==> src/rtl/mmio_uart_tx_pkg.sv <==
`default_nettype none
// ============================================================================
//  Module      : mmio_uart_tx_pkg
//  Description : Shared types and register map for the MMIO UART transmitter.
//  Revision    : 1.0  initial release
// ============================================================================
package mmio_uart_tx_pkg;

    typedef enum logic [1:0] {
        S_IDLE  = 2'd0,
        S_START = 2'd1,
        S_DATA  = 2'd2,
        S_STOP  = 2'd3
    } uart_state_t;

    localparam logic [1:0] c_OFF_TXDATA  = 2'd0;
    localparam logic [1:0] c_OFF_STATUS  = 2'd1;
    localparam logic [1:0] c_OFF_BAUDDIV = 2'd2;
    localparam logic [1:0] c_OFF_CTRL    = 2'd3;

    localparam int c_ST_BUSY  = 0;
    localparam int c_ST_FULL  = 1;
    localparam int c_ST_EMPTY = 2;
    localparam int c_ST_OVF   = 3;

    // A divisor of zero would stall the serialiser; treat it as one clock per bit.
    function automatic logic [15:0] eff_div(input logic [15:0] div);
        return (div == 16'd0) ? 16'd1 : div;
    endfunction

endpackage
`default_nettype wire

==> src/rtl/mmio_uart_tx_fifo.sv <==
`default_nettype none
// ============================================================================
//  Module      : mmio_uart_tx_fifo
//  Description : Synchronous FIFO; a pop frees a slot for a same-cycle push.
//  Revision    : 1.0  initial release
// ============================================================================
module mmio_uart_tx_fifo #(
    parameter int WIDTH = 8,
    parameter int DEPTH = 8
) (
    input  logic                         clk,
    input  logic                         rst,
    input  logic                         i_push,
    input  logic [WIDTH-1:0]             i_din,
    input  logic                         i_pop,
    output logic [WIDTH-1:0]             o_dout,
    output logic                         o_full,
    output logic                         o_empty,
    output logic [$clog2(DEPTH+1)-1:0]   o_count
);

    localparam int AW = $clog2(DEPTH);
    localparam int CW = $clog2(DEPTH + 1);

    logic [WIDTH-1:0] r_mem [DEPTH];
    logic [AW-1:0]    r_wptr;
    logic [AW-1:0]    r_rptr;
    logic [CW-1:0]    r_count;
    logic             w_do_pop;
    logic             w_do_push;

    assign o_full    = (r_count == CW'(DEPTH));
    assign o_empty   = (r_count == '0);
    assign o_count   = r_count;
    assign o_dout    = r_mem[r_rptr];
    assign w_do_pop  = i_pop & ~o_empty;
    assign w_do_push = i_push & (~o_full | w_do_pop);

    always_ff @(posedge clk or posedge rst) begin
        if (rst) begin
            r_wptr  <= '0;
            r_rptr  <= '0;
            r_count <= '0;
        end else begin
            if (w_do_push) r_wptr <= r_wptr + 1'b1;
            if (w_do_pop)  r_rptr <= r_rptr + 1'b1;
            case ({w_do_push, w_do_pop})
                2'b10:   r_count <= r_count + 1'b1;
                2'b01:   r_count <= r_count - 1'b1;
                default: r_count <= r_count;
            endcase
        end
    end

    always_ff @(posedge clk) begin
        if (w_do_push) r_mem[r_wptr] <= i_din;
    end

endmodule
`default_nettype wire

==> src/rtl/mmio_uart_tx.sv <==
`default_nettype none
// ============================================================================
//  Module      : mmio_uart_tx
//  Description : Memory-mapped 8N1 UART transmitter with TX FIFO and baud divisor.
//  Revision    : 1.0  initial release
// ============================================================================
module mmio_uart_tx
    import mmio_uart_tx_pkg::*;
#(
    parameter logic [31:0] BASE_ADDR   = 32'hFFFF_0000,
    parameter int          FIFO_DEPTH  = 8,
    parameter logic [15:0] DEFAULT_DIV = 16'd434
) (
    input  logic        clk,
    input  logic        rst,
    input  logic [31:0] address,
    input  logic [31:0] wdata,
    input  logic        we,
    output logic [31:0] rdata,
    output logic        sel,
    output logic        tx,
    output logic        irq
);

    localparam int CW = $clog2(FIFO_DEPTH + 1);

    logic [1:0]    w_off;
    logic          w_wr;
    logic          w_push;
    logic          w_pop;
    logic [7:0]    w_dout;
    logic          w_full;
    logic          w_empty;
    logic [CW-1:0] w_count;
    logic          w_busy;
    logic          w_bit_end;
    logic [15:0]   w_div_m1;
    logic          w_unused;

    logic [15:0]   r_baud;
    logic          r_ien;
    logic          r_ovf;
    uart_state_t   r_state;
    logic [15:0]   r_cnt;
    logic [2:0]    r_bit;
    logic [7:0]    r_shift;
    logic          r_tx;

    assign sel       = (address[31:4] == BASE_ADDR[31:4]);
    assign w_off     = address[3:2];
    assign w_wr      = sel & we;
    assign w_push    = w_wr & (w_off == c_OFF_TXDATA);
    assign w_busy    = (r_state != S_IDLE);
    assign w_bit_end = (r_cnt == 16'd0);
    assign w_div_m1  = eff_div(r_baud) - 16'd1;
    // The FIFO is drained from IDLE, and at the end of a stop bit so frames abut.
    assign w_pop     = ~w_empty & ((r_state == S_IDLE) | ((r_state == S_STOP) & w_bit_end));
    assign tx        = r_tx;
    assign irq       = r_ien & w_empty & ~w_busy;
    assign w_unused  = &{1'b0, address[1:0], wdata[31:16]};

    mmio_uart_tx_fifo #(
        .WIDTH (8),
        .DEPTH (FIFO_DEPTH)
    ) u_fifo (
        .clk     (clk),
        .rst     (rst),
        .i_push  (w_push),
        .i_din   (wdata[7:0]),
        .i_pop   (w_pop),
        .o_dout  (w_dout),
        .o_full  (w_full),
        .o_empty (w_empty),
        .o_count (w_count)
    );

    always_ff @(posedge clk or posedge rst) begin
        if (rst) begin
            r_baud <= DEFAULT_DIV;
            r_ien  <= 1'b0;
            r_ovf  <= 1'b0;
        end else begin
            if (w_wr && w_off == c_OFF_BAUDDIV) r_baud <= wdata[15:0];
            if (w_wr && w_off == c_OFF_CTRL)    r_ien  <= wdata[0];
            if (w_wr && w_off == c_OFF_STATUS && wdata[c_ST_OVF])
                r_ovf <= 1'b0;
            else if (w_push && w_full && !w_pop)
                r_ovf <= 1'b1;
        end
    end

    always_ff @(posedge clk or posedge rst) begin
        if (rst) begin
            r_state <= S_IDLE;
            r_cnt   <= 16'd0;
            r_bit   <= 3'd0;
            r_shift <= 8'd0;
            r_tx    <= 1'b1;
        end else begin
            case (r_state)
                S_IDLE: begin
                    if (!w_empty) begin
                        r_state <= S_START;
                        r_shift <= w_dout;
                        r_tx    <= 1'b0;
                        r_cnt   <= w_div_m1;
                    end
                end
                S_START: begin
                    if (w_bit_end) begin
                        r_state <= S_DATA;
                        r_tx    <= r_shift[0];
                        r_shift <= {1'b0, r_shift[7:1]};
                        r_bit   <= 3'd0;
                        r_cnt   <= w_div_m1;
                    end else begin
                        r_cnt <= r_cnt - 16'd1;
                    end
                end
                S_DATA: begin
                    if (w_bit_end) begin
                        r_cnt <= w_div_m1;
                        if (r_bit == 3'd7) begin
                            r_state <= S_STOP;
                            r_tx    <= 1'b1;
                        end else begin
                            r_tx    <= r_shift[0];
                            r_shift <= {1'b0, r_shift[7:1]};
                            r_bit   <= r_bit + 3'd1;
                        end
                    end else begin
                        r_cnt <= r_cnt - 16'd1;
                    end
                end
                S_STOP: begin
                    if (w_bit_end) begin
                        r_cnt <= w_div_m1;
                        if (!w_empty) begin
                            r_state <= S_START;
                            r_shift <= w_dout;
                            r_tx    <= 1'b0;
                        end else begin
                            r_state <= S_IDLE;
                            r_tx    <= 1'b1;
                        end
                    end else begin
                        r_cnt <= r_cnt - 16'd1;
                    end
                end
                default: begin
                    r_state <= S_IDLE;
                    r_tx    <= 1'b1;
                end
            endcase
        end
    end

    always_comb begin
        rdata = 32'd0;
        if (sel) begin
            case (w_off)
                c_OFF_STATUS: begin
                    rdata[c_ST_BUSY]  = w_busy;
                    rdata[c_ST_FULL]  = w_full;
                    rdata[c_ST_EMPTY] = w_empty;
                    rdata[c_ST_OVF]   = r_ovf;
                    rdata[7:4]        = 4'(w_count);
                end
                c_OFF_BAUDDIV: rdata[15:0] = r_baud;
                c_OFF_CTRL:    rdata[0]    = r_ien;
                default:       rdata       = 32'd0;
            endcase
        end
    end

endmodule
`default_nettype wire

==> config.mk <==
export PLATFORM = sky130hd
export DESIGN_NAME = mmio_uart_tx
export DESIGN_NICKNAME = d
export VERILOG_FILES = /design/src/rtl/mmio_uart_tx_pkg.sv /design/src/rtl/mmio_uart_tx_fifo.sv /design/src/rtl/mmio_uart_tx.sv
export SDC_FILE = /design/constraint.sdc
export NUM_CORES = 1
export LEC_CHECK = 0
export ABC_AREA = 1
export BUFFER_PORTS_ARGS = -buffer_cell sky130_fd_sc_hd__buf_2
export CAP_MARGIN = 10
export CORE_MARGIN = 8
export CORE_UTILIZATION = 57
export CTS_CLUSTER_SIZE = 14
export DETAILED_ROUTE_END_ITERATION = 12
export PLACE_DENSITY_LB_ADDON = 0.2
export SLEW_MARGIN = 40
export SYNTH_ARGS = -nofsm -noshare
export SYNTH_HDL_FRONTEND = slang
export SYNTH_SLANG_ARGS = --single-unit
==> constraint.sdc <==
create_clock -name clk -period 2.4 [get_ports clk]
set_input_delay 0.48 -clock clk [delete_from_list [all_inputs] [get_ports clk]]
set_output_delay 0.48 -clock clk [all_outputs]
set_load 0.02 [all_outputs]
## After elaboration in Yosys (flattened, before gate mapping)

Memory sizes are Yosys's and may differ from the RTL's.
Cells that the tools add are included.

| storage, ports and cells | value |
|---|---|
| register bits after elaboration | 58 |
| bits in writable memories | 64 |
| input port bits | 67 |
| output and inout port bits | 35 |
| memories | 1 |

| cells by class | value |
|---|---|
| $add $sub $neg | 7 |
| equality and inequality tests | 17 |
| mux-type cells | 37 |
| bitwise gates (word level) | 13 |
| reductions and logical operators | 21 |

Memories:

| memory | words | bits a word | read ports | clocked after memory_dff | wr ports | line | text |
|---|---|---|---|---|---|---|---|
| u_fifo.r_mem | 8 | 8 | 1 | 0 | 1 | mmio_uart_tx_fifo.sv:25 | `logic [WIDTH-1:0] r_mem [DEPTH];` |

Operators with widths:

| operator | count |
|---|---|
| 16-bit 2-to-1 mux | 4 |
| 8-bit 2-to-1 mux | 6 |
| 16-bit zero test | 2 |
| 16-bit case mux with 2 select lines | 1 |
| 8-bit case mux with 4 select lines | 1 |
| 16-bit by 1-bit subtractor with 16-bit output, second input constant | 2 |
| 28-bit == test, second input constant | 1 |
| 7-bit case mux with 2 select lines | 1 |
| 2-bit inequality test, second input constant | 6 |
| 4-bit AND reduction | 3 |
| 1-bit 2-to-1 mux | 11 |
| 2-bit == test, second input constant | 5 |
| 2-bit 2-to-1 mux | 5 |
| 3-bit by 1-bit adder with 3-bit output, second input constant | 3 |
| 3-bit 2-to-1 mux | 3 |
| 1-bit AND | 8 |
| 2-bit case mux with 4 select lines | 1 |
| 4-bit case mux with 2 select lines | 1 |
| 2-bit nonzero test | 4 |
| 2-bit by 1-bit == test with 1-bit output, second input constant | 3 |
| 1-bit logical AND | 6 |
| 3-bit case mux with 2 select lines | 1 |
| 5-bit AND reduction | 1 |
| 4-bit by 1-bit adder with 4-bit output, second input constant | 1 |
| 11 further kinds | 15 |

## Longest topological paths before layout

| depth | value |
|---|---|
| depth in word-level cells | 9 |
| mapped depth | 20 |
| depth with buffers taken out | 20 |

## Modules after synthesis

From an unflattened synthesis, not the netlist that was laid out.

| second synthesis, totals | value |
|---|---|
| cell total of the unflattened synthesis | 787 |
| area total of the unflattened synthesis | 6,821.5 um^2 |

By module, submodules not included:

| module | times used | cells an instance | area each (um^2) | sequential area each (um^2) |
|---|---|---|---|---|
| mmio_uart_tx | 1 | 533 | 3,614.7 | 1,208.7 |
| mmio_uart_tx_fifo | 1 | 254 | 3,206.8 | 2,172.1 |

## Worst setup path after synthesis

No wires, ideal clock.

| path | value |
|---|---|
| path kind | input -> register |
| from | in address[12] |
| to | reg u_fifo.r_count[3] (netlist: u_fifo.o_count[3]) |
| data arrival time | 2,056 ps |
| data required time | 2,287 ps |
| setup slack | 231 ps |
| cell stages on the path | 19 |
| path through | inv_1 > nand2_1 > nor2_1 > nand2_1 > nor2_2 > nand3_2 > inv_2 > nand2_1 > nand2_2 > inv_1 > ha_1 > nand2_1 > nand2_1 > a31oi_1 > inv_1 > nand2_1 > nand3_1 > nand2_1 > inv_1 |

| between the ends | value |
|---|---|
| word-level cells in the longest chain between the ends | 6 |
| elaborated cells between the ends (all ways) | 8 |

Ends and longest elaborated chain:

| what | line | text |
|---|---|---|
| start: declaration | mmio_uart_tx.sv:16 | `input logic [31:0] address,` |
| 28-bit == test (*) | mmio_uart_tx.sv:49 | `assign sel = (address[31:4] == BASE_ADDR[31:4]);` |
| 1-bit AND (*) | mmio_uart_tx.sv:51 | `assign w_wr = sel & we;` |
| 1-bit AND (*) | mmio_uart_tx.sv:52 | `assign w_push = w_wr & (w_off == c_OFF_TXDATA);` |
| 1-bit AND (*) | mmio_uart_tx_fifo.sv:37 | `assign w_do_push = i_push & (~o_full \| w_do_pop);` |
| 2-bit by 1-bit == test with 1-bit output or 2-bit == test (tied branches) | mmio_uart_tx_fifo.sv:47 | `case ({w_do_push, w_do_pop})` |
| 4-bit case mux with 2 select lines or 2-bit nonzero test (tied branches) | -- |  |
| end signal: assignment | mmio_uart_tx_fifo.sv:48 | `2'b10: r_count <= r_count + 1'b1;` |
| end signal: assignment | mmio_uart_tx_fifo.sv:49 | `2'b01: r_count <= r_count - 1'b1;` |
| end signal: assignment | mmio_uart_tx_fifo.sv:50 | `default: r_count <= r_count;` |
| end: declaration | mmio_uart_tx_fifo.sv:28 | `logic [CW-1:0] r_count;` |

Mark *: on every way between the ends. The rest lies on a longest branch, timed or not.
A chain may end at the register's enable or synchronous reset.

## Worst setup path after layout

| path | value |
|---|---|
| from | reg r_state[0] |
| to | out rdata[0] |

| between the ends | value |
|---|---|
| word-level cells in the longest chain between the ends | 3 |

Ends and longest elaborated chain:

| what | line | text |
|---|---|---|
| start: declaration | mmio_uart_tx.sv:43 | `uart_state_t r_state;` |
| start signal: assignment | mmio_uart_tx.sv:94 | `r_state <= S_IDLE;` |
| start signal: assignment | mmio_uart_tx.sv:103 | `r_state <= S_START;` |
| start signal: assignment | mmio_uart_tx.sv:111 | `r_state <= S_DATA;` |
| 2-bit nonzero test | mmio_uart_tx.sv:53 | `assign w_busy = (r_state != S_IDLE);` |
| 1-bit case mux with 3 select lines | mmio_uart_tx.sv:161 | `case (w_off)` |
| 16-bit 2-to-1 mux | mmio_uart_tx.sv:160 | `if (sel) begin` |
| end: declaration | mmio_uart_tx.sv:19 | `output logic [31:0] rdata,` |

No other way between the ends.

==> metrics.csv <==
metric,value,unit
drive_gt1_share,25.0,%
first_global_vias,5280,
finalNonFillerCells,1010,
grt_max_degree,59,
setup_ws,90.1,ps
required,1920,ps
die_y,124,um
row_count,39,
yosysUniqueCellTypes,46,
drt_iter0_markers,478,
die_w,124,um
hold_buffers,0,
synth_top_family_by_area,simple AND/OR/NAND/NOR gates,
setup_violations,0,
synth_flop_cell,edfxtp_1,
rsz0062_at_grt,yes,
crit_path_max_fanout,5,
routedWlPerCell,15.4,um
report.final.slew_viol_count,0,
ctsLongestPathBuffers,2,
cp_cell_sequence,inv_1 -> ha_1 -> inv_1 -> nand2_1 -> a311oi_2 -> buf_4,
setup-tns-final,0,ps
worst-path-buf-inv,3,
outcome,"finished, final reports clean",
num-fill-cells,853,
start_util,58.4,%
place_hpwl,11.0,mm
final.min_clock_period,2310,ps
cap_violations,0,
fin_skew,6.75,ps
hold_viol,0,
antenna_found_initial,2,
synth_mux_area_share,2.98,%
p_per_area,608,nW/um^2
postSynthAreaPerCell,8.88,sq um
cts_tree,done,
grt_pass1_wl,24.9,mm
syn_to_final_growth,20.0,%
ir_worst_vdd,0.732,mV
mappedNetlistArea,6670,sq um
yosysWarnings,0,
period_share,96.2,%
slew_headroom,60.5,%
gp_congestion,0.871,
synthArstFlopShare,47.5,%
grt_overflow,0,
routed_via_density,5.35,
worst-setup-path-type,reg -> out,
synth-simple-area-share,21.9,%
seq_area_frac_synth,50.7,%
timing.fmax,0.433,GHz
min_path_type,in -> async,
synthAdderAreaFrac,3.86,%
vias,5400,
nets,941,
worst_setup_path_end_kind,output pin,
dpl.cell_count,967,
max_stage_delay,420,ps
critPathArrivalTime,1830,ps
cts_sinks,122,
io_buffers,67,
ant_nets,0,
die_area,15400,sq um
hold_ws,112,ps
synth_edf_count,64,
synthXorXnorAreaFrac,1.58,%
grt_usage,21.0,%
clockRootBuffer,clkbuf_16,
finalWirelength,15.6,mm
clkLatencyLatePin,420,ps
start_kind,register,
h-tree-depth,4,
design.core.area,11400,sq um
cpMostUsedCell,inv_1,
drc,0,
synthCells,751,
worst_pin_slew,593,ps
dr.pass1.iters,7,
utilization,70.1,%
path_clk_slew,60,ps
cp_slowest_cell,dfrtp_1,
antenna_cells,0,
numCtsBuffers,17,
io_pins,102,
synth_seq_cells,122,
dp_worst_setup_slack,24.7,ps
synth_compound_area_share,10.6,%
crit_family,flip-flops,
p_leak,0.00373,uW
-- registers in the layout, summed over array words and instances (netlist names) --
register	flops
u_fifo.r_mem	64
r_ovf	1
u_fifo.o_count	4
r_shift	8
r_baud	16
r_ien	1
r_cnt	16
r_state	2
u_fifo.r_rptr	3
r_bit	3
tx	1
u_fifo.r_wptr	3
-- synth_stat cells (2+ instances only) --
cell	instances	share of area (%)
a31oi_1	2	0.19
o21ai_0	71	5.3
nand2_1	154	8.7
nor3_1	2	0.15
dfrtp_1	52	20
mux2_4	8	1.8
edfxtp_1	64	29
nor2_2	8	0.75
nor2_4	2	0.34
xor2_1	11	1.4
ha_1	19	3.6
clkinv_1	2	0.11
nand3_2	2	0.30
o22ai_1	17	1.6
buf_2	5	0.38
buf_6	4	0.68
or2_2	3	0.28
a21oi_1	18	1.4
nand2_2	8	0.75
mux2_2	7	1.2
o211ai_1	4	0.45
o211ai_2	2	0.38
nand2_4	2	0.34
o21ai_1	9	0.68
nand4_4	2	0.64
inv_2	3	0.17
inv_1	81	4.6
o31ai_1	2	0.22
nand3_1	39	2.9
nand4_1	4	0.38
clkbuf_1	9	0.51
nor2_1	100	5.6
dfstp_2	6	2.4
buf_4	17	1.9
-- area by class of cell --
type                       instances  area (sq um)  share of cell area [%]
sequential                       122          3380                    42.2
multi-input combinational        522          2880                    36.0
timing repair buffer             105           689                    8.61
clock buffer                      19           433                    5.41
inverter                          86           323                    4.03
tap                              143           179                    2.24
clock inverter                    13           119                    1.48
-- repair_timing --
item | in CTS | in global routing
gates resized for setup | 0 | 29
endpoints found under the setup margin | 0 | 70
setup buffers | 0 | 11
-- power breakdown --
part | internal, uW | switching, uW | leakage (uW) | total [uW]
registers | 2230 | 8.08 | 0.00131 | 2240
logic | 84.8 | 159 | 0.00215 | 243
clock network | 1430 | 959 | 0.000272 | 2390
total | 3740 | 1130 | 0.00373 | 4870
-- path summary, 6_finish.rpt --
path	startpoint	end	slack [ps]	cells after the start
worst max-delay path	r_state[0]	rdata[0]	90	6
worst min-delay path	rst	r_shift[1]	110	3
worst max register to register	r_baud[7]	r_cnt[6]	160	13
worst min register to register	r_shift[4]	r_shift[4]	480	2
max in group asynchronous	rst	r_baud[7]	1970	3
min in group clk	wdata[8]	r_baud[8]	290	2
-- metal layers --
layer | share of wire, % | global-route usage (%) | vias to the layer above
met5 | 0.14 | 0 | -
met2 | 48 | 33.7 | 190
li1 | - | - | 2657
met4 | 1.2 | 8.55 | 4
met3 | 6.5 | 5.62 | 19
met1 | 44 | 26.3 | 2530
-- placed cells by master (no fill, tap or decap), types with 18 or more instances in the layout --
master	n
nor2_1	94
o21ai_0	71
buf_2	66
edfxtp_1	64
buf_4	33
a21oi_1	18
nand2_1	153
inv_1	74
dfrtp_1	51
nand3_1	38
-- stage by stage --
| stage | total power, uW | cell area [sq um] |
|---|---|---|
| detailed placement | 2510 | 7270 |
| global route | 5030 | 8010 |
| finish | 4870 | 8010 |
| floorplan | 2430 | 6730 |
| global placement | 2500 | 7270 |
| CTS | 4890 | 7820 |
-- logic make-up after synthesis --
family,after synthesis
adders and majority gates,20
and+or+nand+nor,331
other,1
xor gates and xnor gates,12
DFF,122
AOI/OAI and AO/OA,128
muxes,15
buffers and inverters,122
-- worst min-delay path, cell delays in order --
cell and delay, ps:
buf_2 100, inv_2 60, buf_12 280
Power figures use the tool's default switching activity.
